[config.mk]
export PLATFORM = sky130hd
export DESIGN_NAME = hier_node_dispatch
export DESIGN_NICKNAME = d
export VERILOG_FILES = /design/src/rtl/hier_node_dispatch.sv
export SDC_FILE = /design/constraint.sdc
export NUM_CORES = 1
export LEC_CHECK = 0
export CORE_MARGIN = 10
export CORE_UTILIZATION = 66
export DETAILED_ROUTE_END_ITERATION = 8
export DONT_BUFFER_PORTS = 1
export GPL_ROUTABILITY_DRIVEN = 0
export PLACE_DENSITY = 0.82
export SLEW_MARGIN = 10
export SYNTH_ARGS = -nofsm -noshare
export SYNTH_HDL_FRONTEND = slang
export SYNTH_SLANG_ARGS = --single-unit
[constraint.sdc]
create_clock -name clk -period 7.6 [get_ports clk]
set_input_delay 0.76 -clock clk [delete_from_list [all_inputs] [get_ports clk]]
set_output_delay 0.76 -clock clk [all_outputs]
set_load 0.03 [all_outputs]
[src/rtl/hier_node_dispatch.sv]
// Tree node: a one-entry request register dispatched round-robin to credited
// children, and child responses merged round-robin into one tagged stream.
// Handshake rule on every channel: a transfer occurs in a cycle where valid and
// ready are both high; once this node raises a valid, it holds it and its payload
// stable until the transfer completes.
module hier_node_dispatch #(
  parameter int NUM_CHILD = 5,
  parameter int DATA_W    = 32,
  parameter int IDX_W     = 4,
  parameter int MAX_OUT   = 4
) (
  input  logic                        clk,
  input  logic                        rst,
  input  logic                        in_valid,
  output logic                        in_ready,
  input  logic [DATA_W-1:0]           in_data,
  input  logic [NUM_CHILD-1:0]        child_en,
  output logic [NUM_CHILD-1:0]        ch_valid,
  input  logic [NUM_CHILD-1:0]        ch_ready,
  output logic [DATA_W-1:0]           ch_data,
  input  logic [NUM_CHILD-1:0]        rsp_valid,
  output logic [NUM_CHILD-1:0]        rsp_ready,
  input  logic [NUM_CHILD*DATA_W-1:0] rsp_data,
  output logic                        out_valid,
  input  logic                        out_ready,
  output logic [DATA_W-1:0]           out_data,
  output logic [IDX_W-1:0]            out_child,
  output logic                        busy,
  output logic                        err_unexp
);

  localparam logic [3:0] CRED_MAX = 4'(MAX_OUT);

  logic                 req_vld_q, req_vld_d;
  logic [DATA_W-1:0]    req_data_q, req_data_d;
  logic                 lock_q, lock_d;
  logic [NUM_CHILD-1:0] lock_oh_q, lock_oh_d;
  logic [IDX_W-1:0]     lock_idx_q, lock_idx_d;
  logic [IDX_W-1:0]     req_ptr_q, req_ptr_d;
  logic [IDX_W-1:0]     rsp_ptr_q, rsp_ptr_d;
  logic [3:0]           cred_q [NUM_CHILD];
  logic [3:0]           cred_d [NUM_CHILD];
  logic                 out_vld_q, out_vld_d;
  logic [DATA_W-1:0]    out_data_q, out_data_d;
  logic [IDX_W-1:0]     out_child_q, out_child_d;
  logic                 err_q, err_d;

  logic [NUM_CHILD-1:0] elig, full, sel_oh, gnt_oh, ch_fire_vec;
  logic                 sel_found, gnt_found, ch_fire, rsp_fire, out_free;
  int                   sel_int, gnt_int;

  function automatic int wrap(input int v);
    return (v >= NUM_CHILD) ? v - NUM_CHILD : v;
  endfunction

  always_comb begin
    for (int i = 0; i < NUM_CHILD; i++) begin
      full[i] = (cred_q[i] == CRED_MAX);
      elig[i] = child_en[i] && (cred_q[i] != 4'd0);
    end
  end

  // Descending scan so the last hit is the first eligible child at/after the pointer.
  always_comb begin
    sel_found = 1'b0;
    sel_oh    = '0;
    sel_int   = 0;
    if (lock_q) begin
      sel_found = 1'b1;
      sel_oh    = lock_oh_q;
      sel_int   = int'(lock_idx_q);
    end else begin
      for (int off = NUM_CHILD - 1; off >= 0; off--) begin
        if (elig[wrap(int'(req_ptr_q) + off)]) begin
          sel_found = 1'b1;
          sel_oh    = '0;
          sel_oh[wrap(int'(req_ptr_q) + off)] = 1'b1;
          sel_int   = wrap(int'(req_ptr_q) + off);
        end
      end
    end
  end

  always_comb begin
    gnt_found = 1'b0;
    gnt_oh    = '0;
    gnt_int   = 0;
    for (int off = NUM_CHILD - 1; off >= 0; off--) begin
      if (rsp_valid[wrap(int'(rsp_ptr_q) + off)]) begin
        gnt_found = 1'b1;
        gnt_oh    = '0;
        gnt_oh[wrap(int'(rsp_ptr_q) + off)] = 1'b1;
        gnt_int   = wrap(int'(rsp_ptr_q) + off);
      end
    end
  end

  // Handshake outputs are forced low while rst is high so nothing transfers then.
  assign ch_valid    = (!rst && req_vld_q && sel_found) ? sel_oh : '0;
  assign ch_data     = req_data_q;
  assign ch_fire_vec = ch_valid & ch_ready;
  assign ch_fire     = |ch_fire_vec;
  assign in_ready    = !rst && (child_en != '0) && (!req_vld_q || ch_fire);

  assign out_free  = !out_vld_q || out_ready;
  assign rsp_ready = (!rst && gnt_found && out_free) ? gnt_oh : '0;
  assign rsp_fire  = |rsp_ready;

  assign out_valid = out_vld_q && !rst;
  assign out_data  = out_data_q;
  assign out_child = out_child_q;
  assign err_unexp = err_q;
  assign busy      = req_vld_q | out_vld_q | (|(~full));

  always_comb begin
    req_vld_d  = req_vld_q;
    req_data_d = req_data_q;
    lock_d     = lock_q;
    lock_oh_d  = lock_oh_q;
    lock_idx_d = lock_idx_q;
    req_ptr_d  = req_ptr_q;
    if (ch_fire) begin
      req_vld_d = 1'b0;
      lock_d    = 1'b0;
      req_ptr_d = IDX_W'(wrap(sel_int + 1));
    end else if (req_vld_q && sel_found) begin
      lock_d     = 1'b1;
      lock_oh_d  = sel_oh;
      lock_idx_d = IDX_W'(sel_int);
    end
    if (in_valid && in_ready) begin
      req_vld_d  = 1'b1;
      req_data_d = in_data;
    end
  end

  always_comb begin
    out_vld_d   = out_vld_q;
    out_data_d  = out_data_q;
    out_child_d = out_child_q;
    rsp_ptr_d   = rsp_ptr_q;
    if (rsp_fire) begin
      out_vld_d   = 1'b1;
      out_data_d  = rsp_data[gnt_int*DATA_W +: DATA_W];
      out_child_d = IDX_W'(gnt_int);
      rsp_ptr_d   = IDX_W'(wrap(gnt_int + 1));
    end else if (out_ready) begin
      out_vld_d = 1'b0;
    end
  end

  // A response on a child with nothing outstanding flags an error and leaves its credit alone.
  always_comb begin
    err_d = err_q | (|(rsp_ready & full));
    for (int i = 0; i < NUM_CHILD; i++) begin
      cred_d[i] = cred_q[i];
      if (ch_fire_vec[i] && !rsp_ready[i]) begin
        cred_d[i] = cred_q[i] - 4'd1;
      end else if (rsp_ready[i] && !ch_fire_vec[i] && !full[i]) begin
        cred_d[i] = cred_q[i] + 4'd1;
      end
    end
  end

  always_ff @(posedge clk) begin
    if (rst) begin
      req_vld_q   <= 1'b0;
      req_data_q  <= '0;
      lock_q      <= 1'b0;
      lock_oh_q   <= '0;
      lock_idx_q  <= '0;
      req_ptr_q   <= '0;
      rsp_ptr_q   <= '0;
      out_vld_q   <= 1'b0;
      out_data_q  <= '0;
      out_child_q <= '0;
      err_q       <= 1'b0;
      for (int i = 0; i < NUM_CHILD; i++) cred_q[i] <= CRED_MAX;
    end else begin
      req_vld_q   <= req_vld_d;
      req_data_q  <= req_data_d;
      lock_q      <= lock_d;
      lock_oh_q   <= lock_oh_d;
      lock_idx_q  <= lock_idx_d;
      req_ptr_q   <= req_ptr_d;
      rsp_ptr_q   <= rsp_ptr_d;
      out_vld_q   <= out_vld_d;
      out_data_q  <= out_data_d;
      out_child_q <= out_child_d;
      err_q       <= err_d;
      for (int i = 0; i < NUM_CHILD; i++) cred_q[i] <= cred_d[i];
    end
  end

endmodule

==> flow_summary.yaml <==
timing:
  fmax_mhz: 139
  fin_crit_sh: 0.943
  fin_skew_ps: 11.9
  hold_viol: 0
  layout_min_cycle_time_ps: 7170
  relSlewSlack: 0.288
  slew_viol_final: 0
  worst_pin_slew_ps: 1070
  fin_tns_setup_ps: 0
  setup_viol: 0
  rsz0062_at_grt: "false"
detailed_routing:
  viasPerCell: 7.13
  vias: 12500
  route.detailed.drc: 0
  firstDrtPassIters: 8
  dr.first_iter.drc_count: 1786
  wl_per_cell_um: 23.3
  wirelength_mm: 40.7
  ant_nets: 0
grt:
  antenna_found_initial: 0
  globalRoute.totalOverflow: 0
  grt_pass1_wl_mm: 63.0
  grt_pass1_vias: 11600
  grt_use_total: 0.312
  grt_max_degree: 77
critical_path:
  cp.arrival_ps: 6410
  cp_num_buf_inv: 3
  start_kind: "flip-flop"
  crit_fanout: 21
  critPathTopFamily: "simple AND/OR/NAND/NOR gates"
  r2r_slack_ps: 640
  critPathSlowestCell: "ha_1"
  crit_chain: "inv_1, ha_1, inv_1, o31a_1, and2_1, a222oi_1, a21oi_1, nor3_1, a311oi_1, buf_4, nor4bb_1, a31oi_1, nand4_2, or2_2, and2_1"
  critPathRequiredTime_ps: 6840
  cp-end-kind: "output pin"
  cpPeakStageDelay_ps: 890
  critical_path_class: "reg -> out"
cts:
  cts-buffers-inserted: 9
  ctsHtreeMaxLevel: 3
  clk_pin_slew_ps: 80
  cts_tree: "yes"
  clock-sinks: 109
  insertion_delay_ps: 360
  cts_root_buf: "clkbuf_16"
  hold_buffers: 0
  cts.repair.resized: 0
  cts_setup_buffers: 0
  clockBufferDepth: 2
run_status:
  status: "finished clean"
worst_hold_path:
  hold_class: "in -> reg"
final_layout:
  area_delta_synth_final_pct: 2.90
  utilization: 0.692
  finalNetCount: 1797
  drive_gt1_frac: 0.0652
  fillCellCount: 1543
  final_cell_area_sq_mm: 0.0124
  antenna_cells: 0
  multi_input_area_sq_mm: 0.00928
  regArea_sq_mm: 0.00218
floorplanning:
  rows: 49
  core_area_sq_mm: 0.0180
  die-area_sq_mm: 0.0241
  die_h_um: 155
  die_w_um: 155
  start_util: 0.672
  ios: 293
placement:
  place_area_sq_mm: 0.0121
  port_buffers: 0
  dp_hpwl_mm: 31.3
yosys:
  synth_top_area_frac: 0.181
  yosys_warnings: 0
  ys_seq_elements: 109
  syn_inst: 1574
  yosysMostFrequentCell: "mux2i_1"
  synthTopCellsByArea: "dfxtp_1, mux2i_1, ha_1, a21oi_1, nor2_1"
  async_flop_share: 0
  synth-seq-area-share: 0.181
  synthDistinctLibCells: 109
  synth-edff-count: 0
  synth_area_sq_mm: 0.0121
  synthTopCellsByCount: "mux2i_1, nor2_1, a21oi_1"
  synth_flop_cell: "dfxtp_1"
  avgSynthCellArea_sq_um: 7.67
  yosys.area.top_type: "dfxtp_1"
flow_run:
  max-cap-violations: 0
==> routing by layer <==
layer	vias up	share of wire	track usage
met5	-	0	0
met4	0	0.035	0.100
met3	144	0.12	0.0868
met2	837	0.46	0.509
met1	5743	0.38	0.389
li1	5736	-	-
==> sequential cells by signal, summed over array words and instances, names as in the netlist, 4 cells and up <==
name        cells
lock_oh_q       5
out_data       32
lock_idx_q      4
ch_data        32
out_child       4
req_ptr_q       4
cred_q         20
rsp_ptr_q       4
==> placed cells by master (no fill, tap or decap), drive strengths merged, types with 54 or more instances in the layout <==
master / Yosys / final
a21oi: 139 / 139
nand3: 66 / 66
inv: 55 / 61
mux2i: 185 / 185
o21ai: 90 / 90
nand2: 104 / 104
nor2: 159 / 159
nor3: 54 / 54
dfxtp: 109 / 109
ha: 68 / 68
==> logic make-up after synthesis <==
family	count (synthesis)	synth area share
mux	191	0.162
buf+inv	157	0.0573
simple gates	534	0.222
fa+ha+maj	73	0.0788
other cells	1	0.000311
flops	109	0.181
xor+xnor	47	0.0366
compound gates	462	0.263
==> final timing paths <==
path	start	end	depth (start not counted)
worst max-delay path	req_ptr_q[1]	in_ready	15
worst min-delay path	rst	out_child[1]	1
worst max register to register	req_ptr_q[1]	ch_data[29]	17
worst min register to register	lock_oh_q[0]	lock_oh_q[0]	2
==> cell type report <==
type | count | share of cell area
multi-input combinational | 1317 | 0.747
sequential | 109 | 0.176
tap | 229 | 0.0231
clock buffer | 9 | 0.0181
inverter | 57 | 0.0172
timing repair buffer | 19 | 0.0115
clock inverter | 7 | 0.00776
==> metrics by stage <==
step / setup slack (ps) / hold slack, ps / std cells
final: 431 / 482 / 1747
after global routing: 135 / 471 / 1747
after CTS: 625 / 473 / 1747
after detailed placement: 860 / 459 / 1731
after global placement: 1210 / 454 / 1731
after floorplan: 2020 / 441 / 1583
Power is not shown: default switching activity piles up to over one toggle a cycle in this logic, so the estimate is an artifact.
